$ cat src/rtl/exc_ctrl_pkg.sv
// Shared definitions for the exception controller: ExcCode values,
// mem_exc_flags bit positions, FSM encoding and the cause decoder.
package exc_ctrl_pkg;

  localparam logic [4:0] EXC_INT  = 5'd0;
  localparam logic [4:0] EXC_ADEL = 5'd4;
  localparam logic [4:0] EXC_ADES = 5'd5;
  localparam logic [4:0] EXC_SYS  = 5'd8;
  localparam logic [4:0] EXC_BP   = 5'd9;
  localparam logic [4:0] EXC_RI   = 5'd10;
  localparam logic [4:0] EXC_OV   = 5'd12;

  localparam int FLAG_ADEL_FETCH = 0;
  localparam int FLAG_RI         = 1;
  localparam int FLAG_SYS        = 2;
  localparam int FLAG_BP         = 3;
  localparam int FLAG_OV         = 4;
  localparam int FLAG_ADEL_DATA  = 5;
  localparam int FLAG_ADES       = 6;
  localparam int FLAG_ERET       = 7;

  typedef enum logic {
    ST_IDLE  = 1'b0,
    ST_FLUSH = 1'b1
  } state_t;

  typedef struct packed {
    logic       is_eret;     // no exception present, only an eret
    logic       addr_err;    // AdEL/AdES: BadVAddr must be written
    logic       from_fetch;  // address error came from the fetch, use the PC
    logic [4:0] code;
  } cause_t;

  // Fixed-priority cause selection; eret is only reported when nothing else is.
  function automatic cause_t decode_cause(input logic int_pend, input logic [7:0] flags);
    cause_t c;
    c = '0;
    if (int_pend) begin
      c.code = EXC_INT;
    end else if (flags[FLAG_ADEL_FETCH]) begin
      c.code = EXC_ADEL;
      c.addr_err = 1'b1;
      c.from_fetch = 1'b1;
    end else if (flags[FLAG_RI]) begin
      c.code = EXC_RI;
    end else if (flags[FLAG_SYS]) begin
      c.code = EXC_SYS;
    end else if (flags[FLAG_BP]) begin
      c.code = EXC_BP;
    end else if (flags[FLAG_OV]) begin
      c.code = EXC_OV;
    end else if (flags[FLAG_ADEL_DATA]) begin
      c.code = EXC_ADEL;
      c.addr_err = 1'b1;
    end else if (flags[FLAG_ADES]) begin
      c.code = EXC_ADES;
      c.addr_err = 1'b1;
    end else begin
      c.is_eret = flags[FLAG_ERET];
    end
    return c;
  endfunction

endpackage

$ cat src/rtl/exc_ctrl_int_sync.sv
// Two-flop synchronizer for the asynchronous interrupt lines.
module int_sync #(
  parameter int WIDTH = 6
) (
  input  logic             clk,
  input  logic             rst,
  input  logic [WIDTH-1:0] din,
  output logic [WIDTH-1:0] dout
);

  logic [WIDTH-1:0] meta;

  generate
    for (genvar gi = 0; gi < WIDTH; gi++) begin : g_bit
      // Each line gets its own first/second flop pair.
      always_ff @(posedge clk or negedge rst) begin
        if (!rst) begin
          meta[gi] <= 1'b0;
          dout[gi] <= 1'b0;
        end else begin
          meta[gi] <= din[gi];
          dout[gi] <= meta[gi];
        end
      end
    end
  endgenerate

endmodule

$ cat src/rtl/exc_ctrl.sv
// MEM-stage exception controller: picks the highest-priority cause,
// issues one-cycle CP0 commit strobes and a PC redirect, then holds
// the pipeline flush for FLUSH_CYCLES cycles.
module exc_ctrl
  import exc_ctrl_pkg::*;
#(
  parameter logic [31:0] EXC_VECTOR   = 32'hBFC0_0380,
  parameter int          FLUSH_CYCLES = 2
) (
  input  logic        clk,
  input  logic        rst,
  input  logic        mem_valid,
  input  logic        pipe_stall,
  input  logic [31:0] mem_pc,
  input  logic        mem_is_bd,
  input  logic [7:0]  mem_exc_flags,
  input  logic [31:0] mem_badvaddr,
  input  logic [5:0]  hw_int,
  input  logic        cp0_is_ie,
  input  logic        cp0_is_exl,
  input  logic [7:0]  cp0_int_mask,
  input  logic [1:0]  cp0_soft_int,
  input  logic [31:0] cp0_epc,
  output logic [5:0]  cp0_hw_int,
  output logic        cp0_is_exception,
  output logic        cp0_is_excep_return,
  output logic        cp0_we_badvaddr,
  output logic        cp0_is_bd,
  output logic [4:0]  cp0_exc_code,
  output logic [31:0] cp0_exc_pc,
  output logic [31:0] cp0_badvaddr,
  output logic        flush,
  output logic        redirect_valid,
  output logic [31:0] redirect_pc
);

  // The counter is loaded with one less than the flush length so that
  // the FLUSH state lasts exactly FLUSH_CYCLES cycles.
  localparam logic [2:0] CNT_LOAD = 3'(FLUSH_CYCLES - 1);

  state_t      state;
  logic [2:0]  cnt;
  logic [5:0]  hw_int_s;
  logic        int_pend;
  logic        take;
  cause_t      cause;
  logic [31:0] epc_cand;

  int_sync #(.WIDTH(6)) u_int_sync (
    .clk  (clk),
    .rst  (rst),
    .din  (hw_int),
    .dout (hw_int_s)
  );

  assign cp0_hw_int = hw_int_s;
  assign int_pend   = cp0_is_ie & ~cp0_is_exl &
                      (|(cp0_int_mask & {hw_int_s, cp0_soft_int}));
  assign take       = (state == ST_IDLE) & mem_valid & ~pipe_stall &
                      (int_pend | (|mem_exc_flags));
  assign cause      = decode_cause(int_pend, mem_exc_flags);
  // A delay-slot instruction restarts at its branch, one word earlier.
  assign epc_cand   = mem_is_bd ? (mem_pc - 32'd4) : mem_pc;

  // Take/flush FSM with all CP0 and redirect outputs registered.
  always_ff @(posedge clk or negedge rst) begin
    if (!rst) begin
      state               <= ST_IDLE;
      cnt                 <= 3'd0;
      cp0_is_exception    <= 1'b0;
      cp0_is_excep_return <= 1'b0;
      cp0_we_badvaddr     <= 1'b0;
      cp0_is_bd           <= 1'b0;
      cp0_exc_code        <= 5'd0;
      cp0_exc_pc          <= 32'd0;
      cp0_badvaddr        <= 32'd0;
      flush               <= 1'b0;
      redirect_valid      <= 1'b0;
      redirect_pc         <= 32'd0;
    end else begin
      cp0_is_exception    <= 1'b0;
      cp0_is_excep_return <= 1'b0;
      cp0_we_badvaddr     <= 1'b0;
      redirect_valid      <= 1'b0;
      case (state)
        ST_IDLE: begin
          if (take) begin
            state          <= ST_FLUSH;
            cnt            <= CNT_LOAD;
            flush          <= 1'b1;
            redirect_valid <= 1'b1;
            if (cause.is_eret) begin
              cp0_is_excep_return <= 1'b1;
              redirect_pc         <= cp0_epc;
            end else begin
              cp0_is_exception <= 1'b1;
              cp0_exc_code     <= cause.code;
              cp0_exc_pc       <= epc_cand;
              cp0_is_bd        <= mem_is_bd;
              redirect_pc      <= EXC_VECTOR;
              if (cause.addr_err) begin
                cp0_we_badvaddr <= 1'b1;
                cp0_badvaddr    <= cause.from_fetch ? mem_pc : mem_badvaddr;
              end
            end
          end
        end
        ST_FLUSH: begin
          if (cnt == 3'd0) begin
            state <= ST_IDLE;
            flush <= 1'b0;
          end else begin
            cnt <= cnt - 3'd1;
          end
        end
        default: state <= ST_IDLE;
      endcase
    end
  end

endmodule

$ cat config.mk
export PLATFORM = sky130hd
export DESIGN_NAME = exc_ctrl
export DESIGN_NICKNAME = d
export VERILOG_FILES = /design/src/rtl/exc_ctrl_pkg.sv /design/src/rtl/exc_ctrl_int_sync.sv /design/src/rtl/exc_ctrl.sv
export SDC_FILE = /design/constraint.sdc
export NUM_CORES = 1
export LEC_CHECK = 0
export CAP_MARGIN = 5
export CORE_MARGIN = 5
export CORE_UTILIZATION = 42
export DETAILED_ROUTE_END_ITERATION = 12
export GPL_ROUTABILITY_DRIVEN = 0
export HOLD_SLACK_MARGIN = 0.02
export PLACE_DENSITY = 0.8
export SYNTH_ARGS = -nofsm -noshare
export SYNTH_HDL_FRONTEND = slang
export SYNTH_SLANG_ARGS = --single-unit
$ cat constraint.sdc
create_clock -name clk -period 2.8 [get_ports clk]
set_clock_uncertainty 0.05 [all_clocks]
set_input_delay 0.56 -clock clk [delete_from_list [all_inputs] [get_ports clk]]
set_output_delay 0.56 -clock clk [all_outputs]
set_load 0.005 [all_outputs]
# After elaboration in Yosys (flattened, before gate mapping)
# Index checks and enable logic that the tools add are counted.
# W data, S select, Z words.
[totals] reg_bits=123 latchBits=0 mem_bits_rw=0 rom_bits=0 inputBits=127 output_inout_bits=113 memories=0
[op_classes] addsub=2 mul=0 n_div=0 n_lt_le_gt_ge=0 n_eq_ne=3 shift=0 mux=43 bitwise_logic=11 n_reduce_logical=8
[ops] operator="$mux W32" n=3
[ops] operator="$sub A32 B3 Y32 const B" n=1
[ops] operator="$mux W1" n=22
[ops] operator="$mux W4" n=5
[ops] operator="$reduce_or A8 Y1" n=2
[ops] operator="$mux W3" n=5
[ops] operator="$and A8 B8 Y8" n=1
[ops] operator="$mux W2" n=4
[ops] operator="$pmux W3 S2" n=1
[ops] operator="$reduce_and A2 Y1" n=3
[ops] operator="$and A1 B1 Y1" n=5
[ops] operator="$mux W5" n=1
[ops] operator="$ne A2 B2 Y1 const B" n=2
[ops] operator="$not A1 Y1" n=4
[ops] operator="$pmux W1 S2" n=2
[ops] operator="$reduce_and A4 Y1" n=1
[ops] operator="$logic_not A3 Y1" n=1
[ops] operator="$reduce_and A3 Y1" n=1
[ops] operator="$sub A3 B1 Y3 const B" n=1
[ops] operator="$ne A2 B1 Y1 const B" n=1
[ops] operator="$or A1 B1 Y1" n=1

# Depth between registers and ports, before layout
# Gate-level depths: netlist (run 1).
[logic_depth] depth_word=12 depth_mapped=7

# Modules after synthesis
# From an unflattened synthesis (run 1), not the netlist that was laid out.
[hier_totals] hier_cells=445 area_unflattened_um2=5594.1
[modules_own_cells] module="exc_ctrl" instances=1 cells_each=433 area_per_inst_um2=5293.8
[modules_own_cells] module="int_sync" instances=1 cells_each=12 area_per_inst_um2=300.3

# Worst setup path before layout (run 1)
# Ideal clock, no wire load.
[synth_path] kind="input-to-reg" startpoint="input port mem_exc_flags[1]" endpoint="register redirect_pc[28]" arrival_ns=2.196 required_time_ns=2.629 setup_slack_ns=0.432 path_stages=6 path_buffers=1 cell_sequence="or4_4 -> or4_4 -> o31ai_4 -> inv_2 -> buf_6 -> o22a_1"
[synth_via] elab_chain_cells=4 word_cells_on_any_way=8 classes_between="mux: 4; bitwise: 2; reduce/logical: 2"
[synth_rtl] element="from (decl)" line="exc_ctrl.sv:16" source="input logic [7:0] mem_exc_flags,"
[synth_rtl] element="$reduce_or A8 Y1 or $mux W2 (tied branches)" line="exc_ctrl.sv:60, exc_ctrl_pkg.sv:44"
[synth_rtl] element="$or A1 B1 Y1 or $mux W1 (tied branches)" line="exc_ctrl.sv:60, exc_ctrl_pkg.sv:40"
[synth_rtl] element="$and A1 B1 Y1 or $mux W3 (tied branches)" line="exc_ctrl.sv:59, exc_ctrl_pkg.sv:38"
[synth_rtl] element="$reduce_and A2 Y1 (no source line) or $mux W32 (tied branches)"
[synth_rtl] element="to (signal assigned)" line="exc_ctrl.sv:94" source="redirect_pc <= cp0_epc;"
[synth_rtl] element="to (decl)" line="exc_ctrl.sv:34" source="output logic [31:0] redirect_pc"
# Several ways; a longest one is shown, not always the timed one.
# A chain may end at the register's enable or synchronous reset.

# Worst setup path after layout (run 1)
[layout_path] startpoint="input port mem_exc_flags[1]" endpoint="register cnt[0]"
[layout_via] elab_chain_cells=5
[layout_rtl] element="$reduce_or A8 Y1" line="exc_ctrl.sv:60" source="(int_pend | (|mem_exc_flags));"
[layout_rtl] element="$or A1 B1 Y1" line="exc_ctrl.sv:60"
[layout_rtl] element="$and A1 B1 Y1" line="exc_ctrl.sv:59" source="assign take = (state == ST_IDLE) & mem_valid & ~pipe_stall &"
[layout_rtl] element="$ne A2 B2 Y1 (no source line)"
[layout_rtl] element="$reduce_and A2 Y1 (no source line)"
[layout_rtl] element="to (signal assigned)" line="exc_ctrl.sv:113" source="cnt <= cnt - 3'd1;"
[layout_rtl] element="to (decl)" line="exc_ctrl.sv:42" source="logic [2:0] cnt;"
# Every way passes these cells.

==> impl_results.md, run 1 <==
* Status: complete, no violations
* Layout Cells excl Fill at 895
* Cell count after synthesis at 440
* Port Buf Inserts at 238
* Area Growth Syn to Fin at 63.0%
* Root Driver: clkbuf_16
* TritonRoute pass-1 iters at 4
* Share of cells above drive strength 1 at 0.205
* GR Overflow Total at 0
* Syn Std Cell Area at 5410 um2
* Fmax at 398 MHz
* IO Count at 240
* Hpwl dp at 12,400 um
* Starting Density at 0.429
* Rows at 41
* Vias per cell at 5.04
* Final ANT Viol Nets at 0
* DRC viols at 0
* Worst hold path class: input port to asynchronous set/reset pin
* Net Sw Frac at 0.265
* Slew @ Worst Pin at 504 ps
* Combinational fraction of design power at 0.316
* Synthesized Nets at 570
* Distinct cells, synth at 45
* Max-slew violation count at 0
* Setup TNS after final layout at 0 ps
* Die H at 123 um
* Pin count of the biggest net entering global routing at 52
* CTS H-tree depth at 4
* Placed insts at 863
* Vias in the first global route at 4,986
* Via Count at 4,511
* Filler cells at 947
* Post-CTS setup buffers at 0
* Power Total at 6.95 mW
* Pwr per Cell Area at 788 nW/um2
* Core area at 12,600 um2
* Yosys warning count at 0
* Commonest non-fill, non-tap cells in the layout: clkdlybuf4s50_1, dfrtp_1, mux2_2, nand2_1, buf_4
* Clk slew on worst S/H paths at 50 ps
* Final Hold Violating Endpoints at 0
* Clk_lat worst skew at 410 ps
* Cell internal pwr at 5.11 mW
* Required time worst endpoint at 3030 ps
* Clock share of power at 0.308
* GR Util All Layers at 0.214
* Resize count post-CTS at 0
* Unrepaired setup endpoints after global routing: false
* Die width at 123 um
* Tmin final at 2510 ps
* Most common cell after layout, fill and taps aside: clkdlybuf4s50_1
* Net switching power at 1.84 mW
* Top cell type's share of synthesized area at 0.565
* # diodes at 0
* Cell taking the most area after synthesis: dfrtp_1
* Flops & latches, synth at 122
* Clock sinks at 122
* Sequential power share at 0.376
* Slew headroom at 0.664
* Endpoints failing setup at 0
* CP Max Fanout at 17
* Critical path type: input port to flip-flop
* Post-synthesis sequential area ratio at 0.565
* Max VDD drop at 636 uV
* Initial DRC count at 251
* Nets at 840
* Mean Syn Cell Area at 12.3 um2
* TritonCTS clock tree: done
* Final WL at 16,200 um
* Leak pwr at 3.64 nW
* Area contributors post-synth: dfrtp_1, mux2_2, a22o_1
* WL per Instance at 18.1 um
* Nature of the critical path endpoint: flip-flop
* Total clock buffers created by CTS at 17
* Die area at 15,200 um2
* Initial antenna violation count at 1
* Cts hold-fix bufs at 0
* Max Cap Violations at 0
* Period utilization at 0.897
* First-pass GRT wire length at 25,100 um
* CP Data Arrival Time at 2750 ps
* CTS Buffer Depth at 2
* CP Launch Type: input port
[cells in the mapped netlist]
cell / instances
a22oi_1: 4
xnor2_1: 12
inv_2: 1
nor4_2: 1
clkbuf_1: 9
nor2b_1: 3
dfrtp_1: 122
nor4bb_1: 1
nand2b_1: 3
nor4b_1: 1
nor4_1: 7
or3_1: 1
o21ai_0: 26
buf_4: 6
ha_1: 3
or4_4: 2
or4_1: 4
conb_1: 1
o31ai_4: 1
nand4b_1: 2
buf_2: 7
nor3_1: 7
buf_1: 1
a31oi_1: 2
inv_1: 8
a41oi_1: 1
o21a_1: 1
nor4b_2: 2
o22ai_1: 1
and2_1: 1
nand3b_1: 3
mux2_2: 68
o21ai_2: 1
nand3_1: 4
nand2_1: 38
nand4_1: 5
nor2_1: 17
a21oi_1: 4
xor2_1: 17
a22o_1: 23
o22a_1: 12
o31a_1: 1
nor3b_1: 2
o21ai_1: 3
buf_6: 1
[worst max-delay path, cell delays in order]
cell	delay, ps
clkdlybuf4s50_1	420
or4_4	550
or4_4	470
o31ai_4	210
inv_2	180
nor3_1	280
a21oi_1	80
[sequential cells by signal, indices dropped and copies added (netlist names), 3 cells and up]
signal / cells
cp0_badvaddr: 32
cp0_exc_pc: 32
redirect_pc: 32
u_int_sync.dout: 6
u_int_sync.meta: 6
cp0_exc_code: 4
cnt: 3
[path summary, 6_finish.rpt]
path | from | to | slack, ps | cells after the start
setup / recovery | mem_exc_flags[1] | cnt[0] | 290 | 7
hold / removal | rst | redirect_pc[8] | 30 | 1
setup reg to reg | u_int_sync.dout[1] | cnt[0] | 770 | 7
hold reg to reg | u_int_sync.meta[0] | u_int_sync.dout[0] | 300 | 0
max in group asynchronous | rst | cp0_badvaddr[11] | 1950 | 2
min in group clk | u_int_sync.meta[0] | u_int_sync.dout[0] | 300 | 0
[per-layer routing]
| layer | vias up | track usage | part of all wire |
|---|---|---|---|
| met5 | - | 0 | 0.00068 |
| met4 | 2 | 0.0907 | 0.021 |
| met3 | 31 | 0.0672 | 0.075 |
| met2 | 173 | 0.364 | 0.51 |
| met1 | 2175 | 0.250 | 0.39 |
| li1 | 2130 | - | - |
[power by group through the flow]
| stage | Sequential, mW | Clock, mW | Combinational [mW] |
|---|---|---|---|
| detailed placement | 2.64 | 0 | 2.21 |
| global placement | 2.60 | 0 | 2.16 |
| global route | 2.68 | 2.28 | 2.39 |
| finish | 2.61 | 2.14 | 2.19 |
| floorplan | 2.63 | 0 | 0.679 |
| CTS | 2.62 | 2.20 | 2.24 |
[through the flow]
step / cell area, um2 / hold slack, ps / util / worst slack, ps
finish: 8810 / 32.1 / 0.698 / 287
global route: 8810 / 45.0 / 0.698 / 205
CTS: 8810 / 24.7 / 0.698 / 289
detailed placement: 8220 / 285 / 0.652 / -57.1
global placement: 8220 / 284 / 0.652 / -14.2
floorplan: 5410 / 214 / - / 432
[layout make-up]
cell class	count	area, um2	share of cell area
inverter	9	33.8	0.00383
clock inverter	11	120	0.0136
clock buffer	21	470	0.0534
tap	172	215	0.0244
timing repair buffer	275	2720	0.308
sequential	122	3050	0.346
multi-input combinational	285	2210	0.250
[logic make-up after synthesis]
kind of cell / share of synthesized area
other: 0.000693
buffers and inverters: 0.0301
AOI/OAI and AO/OA: 0.106
adders and majority gates: 0.00694
muxes: 0.142
xor gates and xnor gates: 0.0470
DFF: 0.565
and+or+nand+nor: 0.103
Power figures use the tool's default switching activity.
==> inputs of run 2 (changes only) <==
ABC_AREA = 1   (was not set)
CORE_UTILIZATION = 43   (was 42)
==> run 2 against run 1 <==
Register-to-register slack better by 140 ps. First-iteration DRC count rose by 53%. Largest cell class unchanged. Via count is 27% higher. Largest power group unchanged. Sequential power decreased by 2%.
==> impl_results.md, run 2 <==
* Status: complete, no violations
* Die area at 16,000 um2 (+5.1%)
* GR Overflow Total at 0 (unchanged)
* Endpoints failing setup at 0 (unchanged)
* Pin count of the biggest net entering global routing at 48 (-7.7%)
* Critical path type: input port to flip-flop
* Top cell type's share of synthesized area at 0.522 (-0.0421)
* Wire length on met2 at 8530 um (+3.2%)
* Distinct cells, synth at 30 (-33%)
* Most frequent cell after synthesis: nand2_1
* CP Launch Type: input port
* CTS Buffer Depth at 2 (unchanged)
* CP Data Arrival Time at 2370 ps (-380 ps)
* Pwr per Cell Area at 757 nW/um2 (-4.0%)
* Share of cells above drive strength 1 at 0.0620 (-0.143)
* Syn Std Cell Area at 5840 um2 (+8.1%)
* Leak pwr at 4.24 nW (+17%)
* # diodes at 0 (unchanged)
* Worst Setup Slack, final at 716 ps (+429 ps)
* Synth cell count leaders: nand2_1, dfrtp_1, inv_1
* Fmax at 480 MHz (+21%)
* GR Util All Layers at 0.228 (+0.0135)
* Final ANT Viol Nets at 0 (unchanged)
* Most common cell after layout, fill and taps aside: nand2_1
* Slew @ Worst Pin at 614 ps (+110 ps)
* Top cell by count, worst path: nand2_1
* Max-slew violation count at 0 (unchanged)
* Period utilization at 0.744 (-0.153)
* Die H at 127 um (+2.5%)
* Setup TNS after final layout at 0 ps (unchanged)
* First-pass GRT wire length at 28,700 um (+15%)
* Max VDD drop at 483 uV (-24%)
* IO Count at 240 (unchanged)
* Cts hold-fix bufs at 0 (unchanged)
* Worst path cell trace: clkdlybuf4s50_1 -> inv_1 -> ha_1 -> nand2_1 -> inv_1 -> nand3_1 -> nor2_1 -> nand4_1 -> nand2_1 -> nand2_1 -> o21ai_1
* Vias per cell at 4.85 (-3.7%)
* Yosys warning count at 0 (unchanged)
* Total clock buffers created by CTS at 17 (unchanged)
* Metal3 WL at 1860 um (+54%)
* TritonRoute pass-1 iters at 6 (+2)
* TritonCTS clock tree: done
* Port Buf Inserts at 238 (unchanged)
* Rows at 42 (+2.4%)
* M1 WL at 7500 um (+19%)
* WL per Instance at 15.4 um (-15%)
* Initial DRC count at 385 (+53%)
* Initial antenna violation count at 0 (-1)
* Die width at 127 um (+2.5%)
* Top Metal Used: met4
* Hpwl dp at 14,100 um (+13%)
* CTS H-tree depth at 4 (unchanged)
* Required time worst endpoint at 3090 ps (+60 ps)
* Reg2Reg Depth at 9 (+2)
* Nature of the critical path endpoint: flip-flop
* Via Count at 5,709 (+27%)
* FF-to-FF setup slack at 910 ps (+140 ps)
* Post-CTS setup buffers at 0 (unchanged)
* Worst r2r src: u_int_sync.dout[0]
* Slew headroom at 0.590 (-0.0737)
* Post-place setup slack at 300 ps (+357 ps)
* Root Driver: clkbuf_16
* Nets at 1,118 (+33%)
* Core area at 13,300 um2 (+5.4%)
* Power Total at 6.81 mW (-2.0%)
* Starting Density at 0.439 (+0.0110)
* Flops & latches, synth at 122 (unchanged)
* Worst hold path class: input port to asynchronous set/reset pin
* Clk_lat worst skew at 410 ps (about the same)
* Resize count post-CTS at 0 (unchanged)
* Max Cap Violations at 0 (unchanged)
* Cell count after synthesis at 743 (+69%)
* CP Max Fanout at 4 (-13)
* Worst reg2reg path endpoint: cp0_badvaddr[27]
* Unrepaired setup endpoints after global routing: false
* Final Hold Violating Endpoints at 0 (unchanged)
* Largest registers: cp0_badvaddr x32, cp0_exc_pc x32, redirect_pc x32
* Clock sinks at 122 (unchanged)
* Synth Flop Type: dfrtp_1
* Post-synthesis sequential area ratio at 0.522 (-0.0421)
* DRC viols at 0 (unchanged)
* Vias in the first global route at 5,501 (+10%)
* Slowest CP cell: clkdlybuf4s50_1
* Mean Syn Cell Area at 7.86 um2 (-36%)
* Cell taking the most area after synthesis: dfrtp_1
* Tmin final at 2080 ps (-429 ps)
* EDFF count, synth at 0 (unchanged)
* Area contributors post-synth: dfrtp_1, nand2_1, inv_1
* Critical Path Max Stage Delay at 430 ps (-120 ps)
* Post-synth ARST share at 1.00 (unchanged)
* Final WL at 18,100 um (+12%)
* Area Growth Syn to Fin at 53.9%
* Synthesized Nets at 873 (+53%)
* Commonest non-fill, non-tap cells in the layout: nand2_1, clkdlybuf4s50_1, dfrtp_1, inv_1, nor2_1
* Clk slew on worst S/H paths at 50 ps (about the same)
## run 2: per-stage QoR
stage / area, um2 / instances / util / hold slack (ps)
floorplan: 5840 / 743 / - / 214
global placement: 8430 / 1145 / 0.634 / 283
detailed placement: 8430 / 1145 / 0.634 / 287
CTS: 8990 / 1176 / 0.677 / 116
global route: 8990 / 1176 / 0.677 / 148
finish: 8990 / 1176 / 0.677 / 102
## run 2: final cells by class
type / instances / area (um2)
sequential: 122 / 3050
inverter: 60 / 228
multi-input combinational: 533 / 2370
clock buffer: 22 / 464
tap: 176 / 220
clock inverter: 9 / 97.6
timing repair buffer: 254 / 2560
fill: 1086 / 4300
## run 2: critical path, delay by kind of cell
kind	cells	cell delay, ps
AND/OR/NAND/NOR	6	870
AO/OA/AOI/OAI	1	130
adder cells (fa/ha/maj)	1	160
buffers and inverters	3	660
## run 2: worst max path at each step
| stage | depth (start not counted) | startpoint | to |
|---|---|---|---|
| after floorplan | 9 | mem_pc[2] | cp0_exc_pc[16] |
| after global placement | 10 | cp0_int_mask[5] | cp0_badvaddr[8] |
| after detailed placement | 10 | cp0_int_mask[5] | cp0_badvaddr[8] |
| after CTS | 10 | cp0_int_mask[5] | cp0_badvaddr[8] |
| after global routing | 10 | cp0_int_mask[5] | cp0_badvaddr[5] |
| final | 11 | mem_pc[2] | cp0_exc_pc[28] |
## run 2: kinds of logic (layout without fill, tap and decap cells)
| logic type | Yosys count | count (layout) | synth area share |
|---|---|---|---|
| DFF | 122 | 122 | 0.522 |
| adders and majority gates | 3 | 3 | 0.00642 |
| xor gates and xnor gates | 15 | 15 | 0.0225 |
| buffers and inverters | 88 | 345 | 0.0724 |
| and+or+nand+nor | 437 | 437 | 0.306 |
| other | 1 | 1 | 0.000642 |
| AOI/OAI and AO/OA | 77 | 77 | 0.0700 |
## run 2: routing by layer
metal  vias to the layer above  global-route usage
li1                       2832                   -
met1                      2572               0.286
met2                       275               0.370
met3                        30              0.0853
met4                         0              0.0631
met5                         -                   0
## run 2: power breakdown
group          switching (mW)  leakage [nW]  total, mW  internal, mW
Clock                   0.738         0.279       2.08          1.34
Combinational           0.880          2.46       2.16          1.28
Sequential              0.292          1.51       2.57          2.28
